`src/rtl/tms320c1x_seq_if.sv`:
```
// Decoder and program-memory bus of the TMS320C1x program sequencer.
// The master side is the sequencer; the slave side is the decoder/parent.
interface tms320c1x_seq_if #(
   parameter int PC_W = 12
);
   logic            CE;
   logic [15:0]     PROM_D;
   logic [PC_W-1:0] PA;
   logic [15:0]     IR;
   logic [1:0]      STATE;
   logic [15:0]     IMM;
   logic [1:0]      PCU;
   logic            PUSH;
   logic            POP;
   logic            IWR;
   logic            LST;
   logic            COND;
   logic [PC_W-1:0] DIN;
   logic            PUSH_SEL;
   logic [PC_W-1:0] PUSH_DATA;
   logic [PC_W-1:0] NPC;
   logic [PC_W-1:0] TOS;
   logic            INT_REQ;
   logic            INTM;
   logic            IACK;

   modport master (
      input  CE, PROM_D, PCU, PUSH, POP, IWR, LST, COND, DIN,
             PUSH_SEL, PUSH_DATA, INT_REQ, INTM,
      output PA, IR, STATE, IMM, NPC, TOS, IACK
   );

   modport slave (
      output CE, PROM_D, PCU, PUSH, POP, IWR, LST, COND, DIN,
             PUSH_SEL, PUSH_DATA, INT_REQ, INTM,
      input  PA, IR, STATE, IMM, NPC, TOS, IACK
   );
endinterface

```
`src/rtl/tms320c1x_seq.sv`:
```
// TMS320C1x program sequencer: PC, instruction register, decoder sub-state,
// second-word capture, hardware return stack and interrupt entry.
module tms320c1x_seq #(
   parameter int              PC_W    = 12,
   parameter int              STK_D   = 4,
   parameter logic [PC_W-1:0] INT_VEC = 12'h002
) (
   input  logic            CLK,
   input  logic            RST,
   tms320c1x_seq_if.master bus
);

   localparam logic [15:0]     NOP_OP = 16'h7F80;
   localparam logic [15:0]     ISR_OP = 16'hF000;
   localparam logic [PC_W-1:0] PC_ONE = PC_W'(1);

   typedef enum logic {FETCH, EXEC} phase_t;

   phase_t          phase;
   logic [PC_W-1:0] pc;
   logic [15:0]     ir;
   logic [15:0]     imm;
   logic [1:0]      state;
   logic            iack;
   logic [PC_W-1:0] stk [STK_D];

   logic [PC_W-1:0] pc_inc;
   logic [PC_W-1:0] npc;
   logic [PC_W-1:0] push_val;
   logic            take_int;

   // Return address is taken from the pre-edge PC, skipping an operand word.
   assign pc_inc   = pc + PC_ONE;
   assign npc      = bus.IWR ? pc_inc : pc;
   assign push_val = bus.PUSH_SEL ? bus.PUSH_DATA : npc;
   assign take_int = bus.INT_REQ && !bus.INTM;

   assign bus.PA    = pc;
   assign bus.IR    = ir;
   assign bus.STATE = state;
   assign bus.IMM   = imm;
   assign bus.NPC   = npc;
   assign bus.TOS   = stk[0];
   assign bus.IACK  = iack;

   // FETCH/EXEC phase machine owning PC, IR, STATE, IMM and IACK.
   // NOTE: every register here is assigned with <= so all updates use pre-edge values.
   always_ff @(posedge CLK) begin
      if (RST) begin
         phase <= FETCH;
         pc    <= '0;
         ir    <= NOP_OP;
         state <= 2'd0;
         imm   <= '0;
         iack  <= 1'b0;
      end else if (bus.CE) begin
         iack <= 1'b0;
         case (phase)
            FETCH: begin
               state <= 2'd0;
               phase <= EXEC;
               if (take_int) begin
                  // ISR pseudo-op; PC stays put so it is the pushed return address.
                  ir   <= ISR_OP;
                  iack <= 1'b1;
               end else begin
                  ir <= bus.PROM_D;
                  pc <= pc_inc;
               end
            end
            EXEC: begin
               if (bus.IWR) imm <= bus.PROM_D;
               case (bus.PCU)
                  2'b00: pc <= npc;
                  2'b01: pc <= bus.DIN;
                  2'b10: pc <= bus.COND ? bus.PROM_D[PC_W-1:0] : pc_inc;
                  2'b11: pc <= INT_VEC;
               endcase
               if (bus.LST) begin
                  state <= 2'd0;
                  phase <= FETCH;
               end else if (state != 2'd3) begin
                  state <= state + 2'd1;
               end
            end
         endcase
      end
   end

   // Hardware stack: push shifts down and drops the bottom, pop shifts up and keeps it.
   // NOTE: the stack array is reset explicitly because its contents are architecturally visible.
   always_ff @(posedge CLK) begin
      if (RST) begin
         for (int i = 0; i < STK_D; i++) stk[i] <= '0;
      end else if (bus.CE) begin
         if (bus.PUSH && bus.POP) begin
            stk[0] <= push_val;
         end else if (bus.PUSH) begin
            for (int i = STK_D - 1; i > 0; i--) stk[i] <= stk[i-1];
            stk[0] <= push_val;
         end else if (bus.POP) begin
            for (int i = 0; i < STK_D - 1; i++) stk[i] <= stk[i+1];
         end
      end
   end

endmodule

```
`src/flat_wrapper.sv`:
```
// flat-port wrapper written by rule: the top's interface ports become plain ports
module tms320c1x_seq_flat 
#(
   parameter int              PC_W    = 12,
   parameter int              STK_D   = 4,
   parameter logic [PC_W-1:0] INT_VEC = 12'h002
)
  (CLK, RST, bus_CE, bus_PROM_D, bus_PCU, bus_PUSH, bus_POP, bus_IWR, bus_LST, bus_COND, bus_DIN, bus_PUSH_SEL, bus_PUSH_DATA, bus_INT_REQ, bus_INTM, bus_PA, bus_IR, bus_STATE, bus_IMM, bus_NPC, bus_TOS, bus_IACK);
  tms320c1x_seq_if #(.PC_W(PC_W)) bus_i ();
  input  logic CLK;
  input  logic RST;
  input wire logic [$bits(bus_i.CE)-1:0] bus_CE;
  input wire logic [$bits(bus_i.PROM_D)-1:0] bus_PROM_D;
  input wire logic [$bits(bus_i.PCU)-1:0] bus_PCU;
  input wire logic [$bits(bus_i.PUSH)-1:0] bus_PUSH;
  input wire logic [$bits(bus_i.POP)-1:0] bus_POP;
  input wire logic [$bits(bus_i.IWR)-1:0] bus_IWR;
  input wire logic [$bits(bus_i.LST)-1:0] bus_LST;
  input wire logic [$bits(bus_i.COND)-1:0] bus_COND;
  input wire logic [$bits(bus_i.DIN)-1:0] bus_DIN;
  input wire logic [$bits(bus_i.PUSH_SEL)-1:0] bus_PUSH_SEL;
  input wire logic [$bits(bus_i.PUSH_DATA)-1:0] bus_PUSH_DATA;
  input wire logic [$bits(bus_i.INT_REQ)-1:0] bus_INT_REQ;
  input wire logic [$bits(bus_i.INTM)-1:0] bus_INTM;
  output wire logic [$bits(bus_i.PA)-1:0] bus_PA;
  output wire logic [$bits(bus_i.IR)-1:0] bus_IR;
  output wire logic [$bits(bus_i.STATE)-1:0] bus_STATE;
  output wire logic [$bits(bus_i.IMM)-1:0] bus_IMM;
  output wire logic [$bits(bus_i.NPC)-1:0] bus_NPC;
  output wire logic [$bits(bus_i.TOS)-1:0] bus_TOS;
  output wire logic [$bits(bus_i.IACK)-1:0] bus_IACK;
  assign bus_i.CE = bus_CE;
  assign bus_i.PROM_D = bus_PROM_D;
  assign bus_i.PCU = bus_PCU;
  assign bus_i.PUSH = bus_PUSH;
  assign bus_i.POP = bus_POP;
  assign bus_i.IWR = bus_IWR;
  assign bus_i.LST = bus_LST;
  assign bus_i.COND = bus_COND;
  assign bus_i.DIN = bus_DIN;
  assign bus_i.PUSH_SEL = bus_PUSH_SEL;
  assign bus_i.PUSH_DATA = bus_PUSH_DATA;
  assign bus_i.INT_REQ = bus_INT_REQ;
  assign bus_i.INTM = bus_INTM;
  assign bus_PA = bus_i.PA;
  assign bus_IR = bus_i.IR;
  assign bus_STATE = bus_i.STATE;
  assign bus_IMM = bus_i.IMM;
  assign bus_NPC = bus_i.NPC;
  assign bus_TOS = bus_i.TOS;
  assign bus_IACK = bus_i.IACK;
  tms320c1x_seq #(.PC_W(PC_W), .STK_D(STK_D), .INT_VEC(INT_VEC)) u_core (.CLK(CLK), .RST(RST), .bus(bus_i));
endmodule
```
`config.mk`:
```
export PLATFORM = sky130hd
export DESIGN_NAME = tms320c1x_seq_flat
export DESIGN_NICKNAME = d
export VERILOG_FILES = /design/src/rtl/tms320c1x_seq_if.sv /design/src/rtl/tms320c1x_seq.sv /design/src/flat_wrapper.sv
export SDC_FILE = /design/constraint.sdc
export NUM_CORES = 1
export LEC_CHECK = 0
export CORE_ASPECT_RATIO = 1.25
export CORE_UTILIZATION = 40
export CTS_BUF_LIST = sky130_fd_sc_hd__clkbuf_4 sky130_fd_sc_hd__clkbuf_8
export DETAILED_ROUTE_END_ITERATION = 12
export HOLD_SLACK_MARGIN = 0.03
export PLACE_DENSITY_LB_ADDON = 0.25
export SYNTH_ARGS = -nofsm -noshare
export SYNTH_HDL_FRONTEND = slang
export SYNTH_SLANG_ARGS = --single-unit
```
`constraint.sdc`:
```
create_clock -name CLK -period 1.9 [get_ports CLK]
set_clock_uncertainty 0.1 [all_clocks]
set_input_delay 0.285 -clock CLK [delete_from_list [all_inputs] [get_ports CLK]]
set_output_delay 0.285 -clock CLK [all_outputs]
set_load 0.01 [all_outputs]
```
==> impl_summary.log, run 1 <==
[metrics] share of async-settable or async-resettable flops after synthesis: 0
[metrics] detail-routed net length per standard cell: 18.0 um
[metrics] area of the multi-input gates: 2360 sq um
[metrics] HP Class: flop to flop
[metrics] Top FF cell, synth: sky130_fd_sc_hd__edfxtp_1
[metrics] Cell variety after synth: 66
[metrics] slew at the pin closest to its max-slew limit: 745 ps
[metrics] Pwr per Cell Area: 636 nW/um^2
[metrics] most common cell after layout, fill and taps aside: sky130_fd_sc_hd__clkdlybuf4s50_1
[metrics] starting density of the core: 0.409
[metrics] share of the clock period used by the worst path after layout: 1.09
[metrics] mean number of vias per cell: 5.38
[metrics] fillers: 1,112
[metrics] IO Port Bufs: 123
[metrics] via count: 4,678
[metrics] I/O pin count: 124
[metrics] CP top delay family: simple AND/OR/NAND/NOR gates
[metrics] final sum of negative setup slack: -800 ps
[metrics] TritonRoute pass-1 iters: 5
[metrics] library cell used as clock root buffer: sky130_fd_sc_hd__clkbuf_8
[metrics] number of rows in the core area: 45
[metrics] final hold violation count: 0
[metrics] Die Wd: 102 um
[metrics] cell count of the worst reg-to-reg path: 9
[metrics] Hold Path Cell Cnt: 2
[metrics] layout overhead on the synthesized area: 46.6%
[metrics] highest cell delay on the worst timing path: 370 ps
[metrics] number of design-rule violations left by the first detailed-router iteration: 320
[metrics] type of element capturing the critical path: output pin
[metrics] CP max-delay cell: sky130_fd_sc_hd__dfxtp_2
[metrics] vertical die dimension: 127 um
[metrics] pre-CTS worst setup slack: -571 ps
[metrics] Max transition margin: 0.500
[metrics] Data required, critical path: 1510 ps
[metrics] buffers plus inverters on the worst setup path: 2
[metrics] max-capacitance violation count: 0
[metrics] maximum root-to-sink buffer count: 2
[metrics] Final min period: 2060 ps
[metrics] cell types occupying the most area after synthesis: sky130_fd_sc_hd__edfxtp_1 29%, sky130_fd_sc_hd__dfxtp_1 19%, sky130_fd_sc_hd__a22o_1 4.6%, sky130_fd_sc_hd__nand2_1 4.5%, sky130_fd_sc_hd__a21oi_1 3.5%
[metrics] CP Class: flop to output pin
[metrics] Mean Syn Cell Area: 9.66 sq um
[metrics] count of state elements after synthesis: 96
[metrics] H-tree depth reported by CTS: 3
[metrics] total grt overflow: 0
[metrics] global-route wire length before repair: 24,600 um
[metrics] Antenna Nets Post-Route: 0
[metrics] largest fanout on the critical path: 5
[metrics] # setup viols final: 10
[metrics] detailed-route DRC error count: 0
[metrics] Worst setup startpoint: u_core.bus.PA[4]
[metrics] IR Drop Worst-Case VDD: 356 uV
[metrics] library cell occupying the most area in the post-synthesis netlist: sky130_fd_sc_hd__edfxtp_1
[metrics] synthesized instance count: 515
[metrics] sequential-to-total area share from yosys stat: 0.483
[metrics] overall routing resource usage: 0.251
[metrics] violations in the final reports: setup timing
[metrics] CP Launch Type: flop
[metrics] synthesized net count: 570
[metrics] # diodes: 0
[metrics] die footprint: 12,900 sq um
[metrics] clk slew on worst S/H paths: 110 ps
[metrics] max-slew violations: 0
[metrics] WL final: 15,700 um
[metrics] largest net degree at the start of global routing: 37
[metrics] RePlAce Congestion: 0.886
[metrics] Leakage: 2.95 nW
[metrics] Critical path destination: bus_NPC[8]
[metrics] area used by sequential logic in the layout: 2430 sq um
[metrics] setup repair after global routing missed its margin: yes
[metrics] post-synth top area share: 0.290
[metrics] number of antenna violations at the first check in global routing: 0
[metrics] Worst R2R Setup Slack: -10 ps
[metrics] number of clock buffers inserted by TritonCTS: 9
[metrics] startpoint of the most critical register-to-register path: u_core.bus.PA[1]
[metrics] TritonCTS clock tree: done
[metrics] post-cts hold buffer count: 0
[metrics] Total Nets Final: 756
[metrics] Stages on worst setup path: 5
[metrics] total of warnings raised by yosys: 0
[metrics] later-pin clock latency in the skew report: 370 ps
[metrics] TritonCTS sink count: 96
[metrics] Worst Slack Setup Final: -165 ps
[metrics] Syn Std Cell Area: 4980 sq um
[metrics] status: finished, violations left
[metrics] R2R Path End: u_core.stk[0][5]
[metrics] arrival time worst endpoint: 1680 ps
[metrics] commonest cells after routing, fill and taps aside: 104 x sky130_fd_sc_hd__clkdlybuf4s50_1, 86 x sky130_fd_sc_hd__buf_4, 60 x sky130_fd_sc_hd__nand2_1, 48 x sky130_fd_sc_hd__edfxtp_1, 39 x sky130_fd_sc_hd__dfxtp_1
[metrics] layout cell share with drive strength beyond 1: 0.235
[metrics] CP cell instances: nand4_4 -> buf_6 -> or2_4 -> xnor2_2 -> buf_2
[metrics] number of synthesized flops with an enable pin: 48
[metrics] highest achievable clock rate: 484 MHz
[metrics] number of global-route vias before repair: 4,724
[metrics] Core ar.: 12,200 sq um
[metrics] detailed placer's ending HPWL: 11,500 um
-- per-stage QoR --
stage | util | area (sq um) | hold slack [ps] | std cells | power (mW)
after floorplan | - | 4980 | 313 | 515 | 2.83
after global placement | 0.568 | 6910 | 346 | 838 | 3.35
after detailed placement | 0.568 | 6910 | 347 | 838 | 3.36
after CTS | 0.597 | 7260 | 362 | 870 | 4.67
after global routing | 0.600 | 7300 | 391 | 870 | 4.85
final | 0.600 | 7300 | 363 | 870 | 4.64
-- per-layer routing --
metal / vias up / track usage / wire (um)
li1: 2235 / - / -
met1: 2260 / 0.303 / 6470
met2: 155 / 0.431 / 8050
met3: 28 / 0.0380 / 712
met4: 0 / 0.119 / 431
met5: - / 0 / 0
-- kinds of logic (layout without fill, tap and decap cells) --
logic type                 after synthesis  after routing  share of synthesized area
xor gates and xnor gates                17             17                     0.0314
adders and majority gates                2              2                    0.00503
muxes                                   13             13                     0.0267
DFF                                     96             96                      0.483
buffers and inverters                   61            252                     0.0616
and+or+nand+nor                        174            174                      0.184
AOI/OAI and AO/OA                      152            152                      0.209
-- worst min-delay path: stages, from the launching register on --
cell	delay (ps)
sky130_fd_sc_hd__dfxtp_1	330
sky130_fd_sc_hd__nand2_1	50
sky130_fd_sc_hd__a21oi_1	50
-- flip-flops by register name (all words and copies together), names as in the netlist --
| signal | cells |
|---|---|
| u_core.bus.STATE | 2 |
| u_core.stk | 48 |
| u_core.bus.IMM | 16 |
| u_core.bus.IACK | 1 |
| u_core.bus.PA | 12 |
| u_core.bus.IR | 16 |
| u_core.phase | 1 |
-- cells in the mapped netlist (all sizes together) (3+ instances only) --
master  count
a22oi      12
dfxtp      48
inv         8
nor4        3
a211oi      3
o22ai       4
edfxtp     48
nand4       8
mux2i      11
a21oi      35
or2         4
a221o       4
o31ai       5
a31oi       4
clkbuf     20
nand3       8
and2       14
xnor2       9
nor2b      10
o21ai      33
a21o        3
nand2      60
nor2       32
nand2b     11
xor2        8
a22o       26
and3        5
o311ai      3
buf        31
nor3       11
-- worst min-delay path by stage --
stage                              to               from
CTS                 u_core.bus.IMM[8]  u_core.bus.IMM[8]
floorplan           u_core.bus.IR[12]     bus_PROM_D[12]
finish              u_core.bus.IMM[8]  u_core.bus.IMM[8]
detailed placement  u_core.bus.IMM[8]  u_core.bus.IMM[8]
global placement    u_core.bus.IMM[0]  u_core.bus.IMM[0]
global route        u_core.bus.IMM[1]  u_core.bus.IMM[1]
-- where the power goes --
group | switching [mW] | internal (mW)
Clock | 0.792 | 0.503
Sequential | 0.0778 | 2.30
Combinational | 0.463 | 0.511
-- what timing repair did --
action / in CTS / in global routing
buffers inserted: 16 / 3
gates resized for setup: 74 / 16
pin swaps: 15 / 16
endpoints found under the setup margin: 23 / 22
hold endpoints to repair: 0 / 0
-- cell type report --
class	count	share of cell area
tap	164	0.0281
timing repair buffer	226	0.286
clock buffer	9	0.0170
clock inverter	7	0.00857
multi-input combinational	358	0.323
sequential	96	0.333
inverter	10	0.00514
Note: power is estimated with default switching activity, not from simulation.
==> inputs of run 2 (changes only) <==
- CTS_CLUSTER_SIZE: default -> 40
- clock period: 1.9 -> 2.1 ns (I/O delays scaled with it)
==> impl_summary.log, run 2 (synthesized netlist as in run 1, its figures left out) <==
[metrics] CP top delay family: simple AND/OR/NAND/NOR gates
[metrics] highest achievable clock rate: 475 MHz
[metrics] mean number of vias per cell: 5.56 (+3.4%)
[metrics] IO Port Bufs: 123 (unchanged)
[metrics] clk slew on worst S/H paths: 100 ps (about the same)
[metrics] via count: 4,726 (+1.0%)
[metrics] combinational share of power: 0.203 (-0.007)
[metrics] I/O pin count: 124 (unchanged)
[metrics] TritonRoute pass-1 iters: 5 (unchanged)
[metrics] total power of the final layout: 4.16 mW (-10%)
[metrics] CP Class: flop to output pin
[metrics] commonest cells after routing, fill and taps aside: 110 x sky130_fd_sc_hd__clkdlybuf4s50_1, 70 x sky130_fd_sc_hd__buf_4, 60 x sky130_fd_sc_hd__nand2_1, 48 x sky130_fd_sc_hd__edfxtp_1, 40 x sky130_fd_sc_hd__dfxtp_1
[metrics] IR Drop Worst-Case VDD: 349 uV (-1.9%)
[metrics] number of global-route vias before repair: 4,656 (-1.4%)
[metrics] TritonCTS sink count: 96 (unchanged)
[metrics] setup repair after global routing missed its margin: yes
[metrics] violations in the final reports: setup timing
[metrics] Core ar.: 12,200 sq um (unchanged)
[metrics] # setup viols final: 1 (-9)
[metrics] Switching Power: 1.19 mW (-11%)
[metrics] CP max-delay cell: sky130_fd_sc_hd__dfxtp_4
[metrics] Antenna Nets Post-Route: 0 (unchanged)
[metrics] status: finished, violations left
[metrics] later-pin clock latency in the skew report: 360 ps (about the same)
[metrics] Hold Path Cell Cnt: 2 (unchanged)
[metrics] register name with the most flops: u_core.stk
[metrics] number of clock buffers inserted by TritonCTS: 9 (unchanged)
[metrics] number of design-rule violations left by the first detailed-router iteration: 303 (-5.3%)
[metrics] Worst R2R Setup Slack: 140 ps (+150 ps)
[metrics] Critical Path Most Common Cell: sky130_fd_sc_hd__buf_6
[metrics] startpoint of the most critical register-to-register path: u_core.bus.PA[0]
[metrics] hold-critical path endpoint: u_core.bus.IMM[15]
[metrics] max-capacitance violation count: 0 (unchanged)
[metrics] library cell used as clock root buffer: sky130_fd_sc_hd__clkbuf_8
[metrics] Worst Slack Setup Final: -5.91 ps (+159 ps)
[metrics] # diodes: 0 (unchanged)
[metrics] internal power summed over all cells: 2.97 mW (-10%)
[metrics] HP Class: flop to flop
[metrics] layout overhead on the synthesized area: 43.4%
[metrics] maximum root-to-sink buffer count: 2 (unchanged)
[metrics] Leakage: 2.80 nW (-5.3%)
[metrics] detailed placer's ending HPWL: 11,300 um (-1.5%)
[metrics] Die Wd: 102 um (unchanged)
[metrics] portion of total power attributed to sequential cells: 0.517 (+0.006)
[metrics] final hold violation count: 0 (unchanged)
[metrics] largest net degree at the start of global routing: 37 (unchanged)
[metrics] layout cell share with drive strength beyond 1: 0.207 (-0.0281)
[metrics] R2R Path End: u_core.bus.PA[4]
[metrics] number of rows in the core area: 45 (unchanged)
[metrics] fin area: 7130 sq um (-2.2%)
[metrics] hold slack final: 364 ps (+0.885 ps)
[metrics] max-slew violations: 0 (unchanged)
[metrics] vertical die dimension: 127 um (unchanged)
[metrics] highest cell delay on the worst timing path: 380 ps (about the same)
[metrics] detailed-route DRC error count: 0 (unchanged)
[metrics] post-placement cell area: 6770 sq um (-1.9%)
[metrics] die footprint: 12,900 sq um (unchanged)
[metrics] Pwr per Cell Area: 583 nW/um^2 (-8.4%)
[metrics] total grt overflow: 0 (unchanged)
[metrics] post-cts hold buffer count: 0 (unchanged)
[metrics] H-tree depth reported by CTS: 3 (unchanged)
[metrics] switching share of power: 0.285 (-0.00163)
[metrics] overall routing resource usage: 0.243 (-0.00738)
[metrics] most common cell after layout, fill and taps aside: sky130_fd_sc_hd__clkdlybuf4s50_1
[metrics] final sum of negative setup slack: -5.91 ps (+794 ps)
[metrics] RePlAce Congestion: 0.894 (+0.96%)
[metrics] type of element capturing the critical path: output pin
[metrics] WL final: 15,200 um (-3.2%)
[metrics] arrival time worst endpoint: 1690 ps (about the same)
[metrics] worst hold start: u_core.bus.IMM[15]
[metrics] Max transition margin: 0.467 (-0.0336)
[metrics] largest fanout on the critical path: 6 (+1)
[metrics] share of the clock period used by the worst path after layout: 1.00
[metrics] TritonCTS clock tree: done
[metrics] detail-routed net length per standard cell: 17.8 um (-0.95%)
[metrics] buffers plus inverters on the worst setup path: 3 (+1)
[metrics] flip-flop count of the largest register, all copies and words added: 48 (unchanged)
[metrics] starting density of the core: 0.409 (unchanged)
[metrics] CP cell instances: ha_4 -> buf_6 -> buf_6 -> and3b_1 -> or2_1 -> buf_2
[metrics] Final min period: 2110 ps
[metrics] Data required, critical path: 1680 ps (+170 ps)
[metrics] cell count of the worst reg-to-reg path: 10 (+1)
[metrics] slew at the pin closest to its max-slew limit: 795 ps (+50.1 ps)
[metrics] Total Nets Final: 736 (-2.6%)
[metrics] CP Launch Type: flop
[metrics] number of antenna violations at the first check in global routing: 0 (unchanged)
[metrics] proportion of power drawn by the clock network: 0.280 (about the same)
[metrics] global-route wire length before repair: 24,200 um (-1.7%)
-- run 2: cell types whose count changed in the layout (fill, tap and decap cells not counted), moves of 2 or more --
| cell | before | now |
|---|---|---|
| sky130_fd_sc_hd__buf_2 | 10 | 7 |
| sky130_fd_sc_hd__buf_4 | 86 | 70 |
| sky130_fd_sc_hd__buf_6 | 9 | 4 |
| sky130_fd_sc_hd__buf_8 | 0 | 2 |
| sky130_fd_sc_hd__clkdlybuf4s50_1 | 104 | 110 |
| sky130_fd_sc_hd__dfxtp_4 | 5 | 3 |
| sky130_fd_sc_hd__dlymetal6s2s_1 | 4 | 0 |
| sky130_fd_sc_hd__inv_8 | 0 | 2 |
-- run 2: final cells by class --
cell class | instances | area (sq um)
Clock inverter | 7 | 61.3
Sequential cell | 96 | 2420
Tap cell | 164 | 205
Multi-Input combinational cell | 358 | 2360
Inverter | 10 | 37.5
Fill cell | 1122 | 5030
Timing Repair Buffer | 206 | 1930
Clock buffer | 9 | 124
-- run 2: layer usage --
layer,part of all wire,vias up,global-route usage
li1,-,2201,-
met1,0.42,2298,0.310
met2,0.50,192,0.403
met3,0.051,35,0.0397
met4,0.031,0,0.106
met5,0,-,0
-- run 2: per-stage QoR --
step                      std cells  setup slack, ps   util
after detailed placement        825             -501  0.557
after global placement          825             -500  0.557
final                           850            -5.91  0.587
after global routing            850            -85.2  0.587
after CTS                       847             -123  0.580
after floorplan                 515             60.6      -
-- run 2: repair_timing --
item,in CTS,in global routing
setup endpoints to repair,12,9
gates resized for setup,55,17
buffers inserted,6,3
pin swaps,8,9
-- run 2: power groups by stage --
stage / Clock, mW / Sequential [mW] / Combinational, mW
after floorplan: 0 / 2.19 / 0.364
after global placement: 0 / 2.18 / 0.817
after detailed placement: 0 / 2.18 / 0.832
after CTS: 1.19 / 2.15 / 0.840
after global routing: 1.27 / 2.16 / 0.908
final: 1.16 / 2.15 / 0.846
-- run 2: worst max-delay path by stage --
stage / slack [ps] / from / cells after the start / end
3_3_place_gp: -500 / bus_IWR / 5 / bus_NPC[8]
2_1_floorplan: 60 / u_core.bus.PA[1] / 7 / u_core.stk[0][8]
4_1_cts: -120 / u_core.bus.PA[0] / 5 / bus_NPC[8]
3_5_place_dp: -500 / bus_IWR / 5 / bus_NPC[8]
6_report: -6 / u_core.bus.PA[0] / 6 / bus_NPC[2]
5_1_grt: -90 / u_core.bus.PA[1] / 6 / bus_NPC[6]
-- run 2: worst min-delay path, stage by stage (launching register included) --
cell and delay (ps):
sky130_fd_sc_hd__dfxtp_1 320, sky130_fd_sc_hd__nand2_1 50, sky130_fd_sc_hd__a21oi_1 50
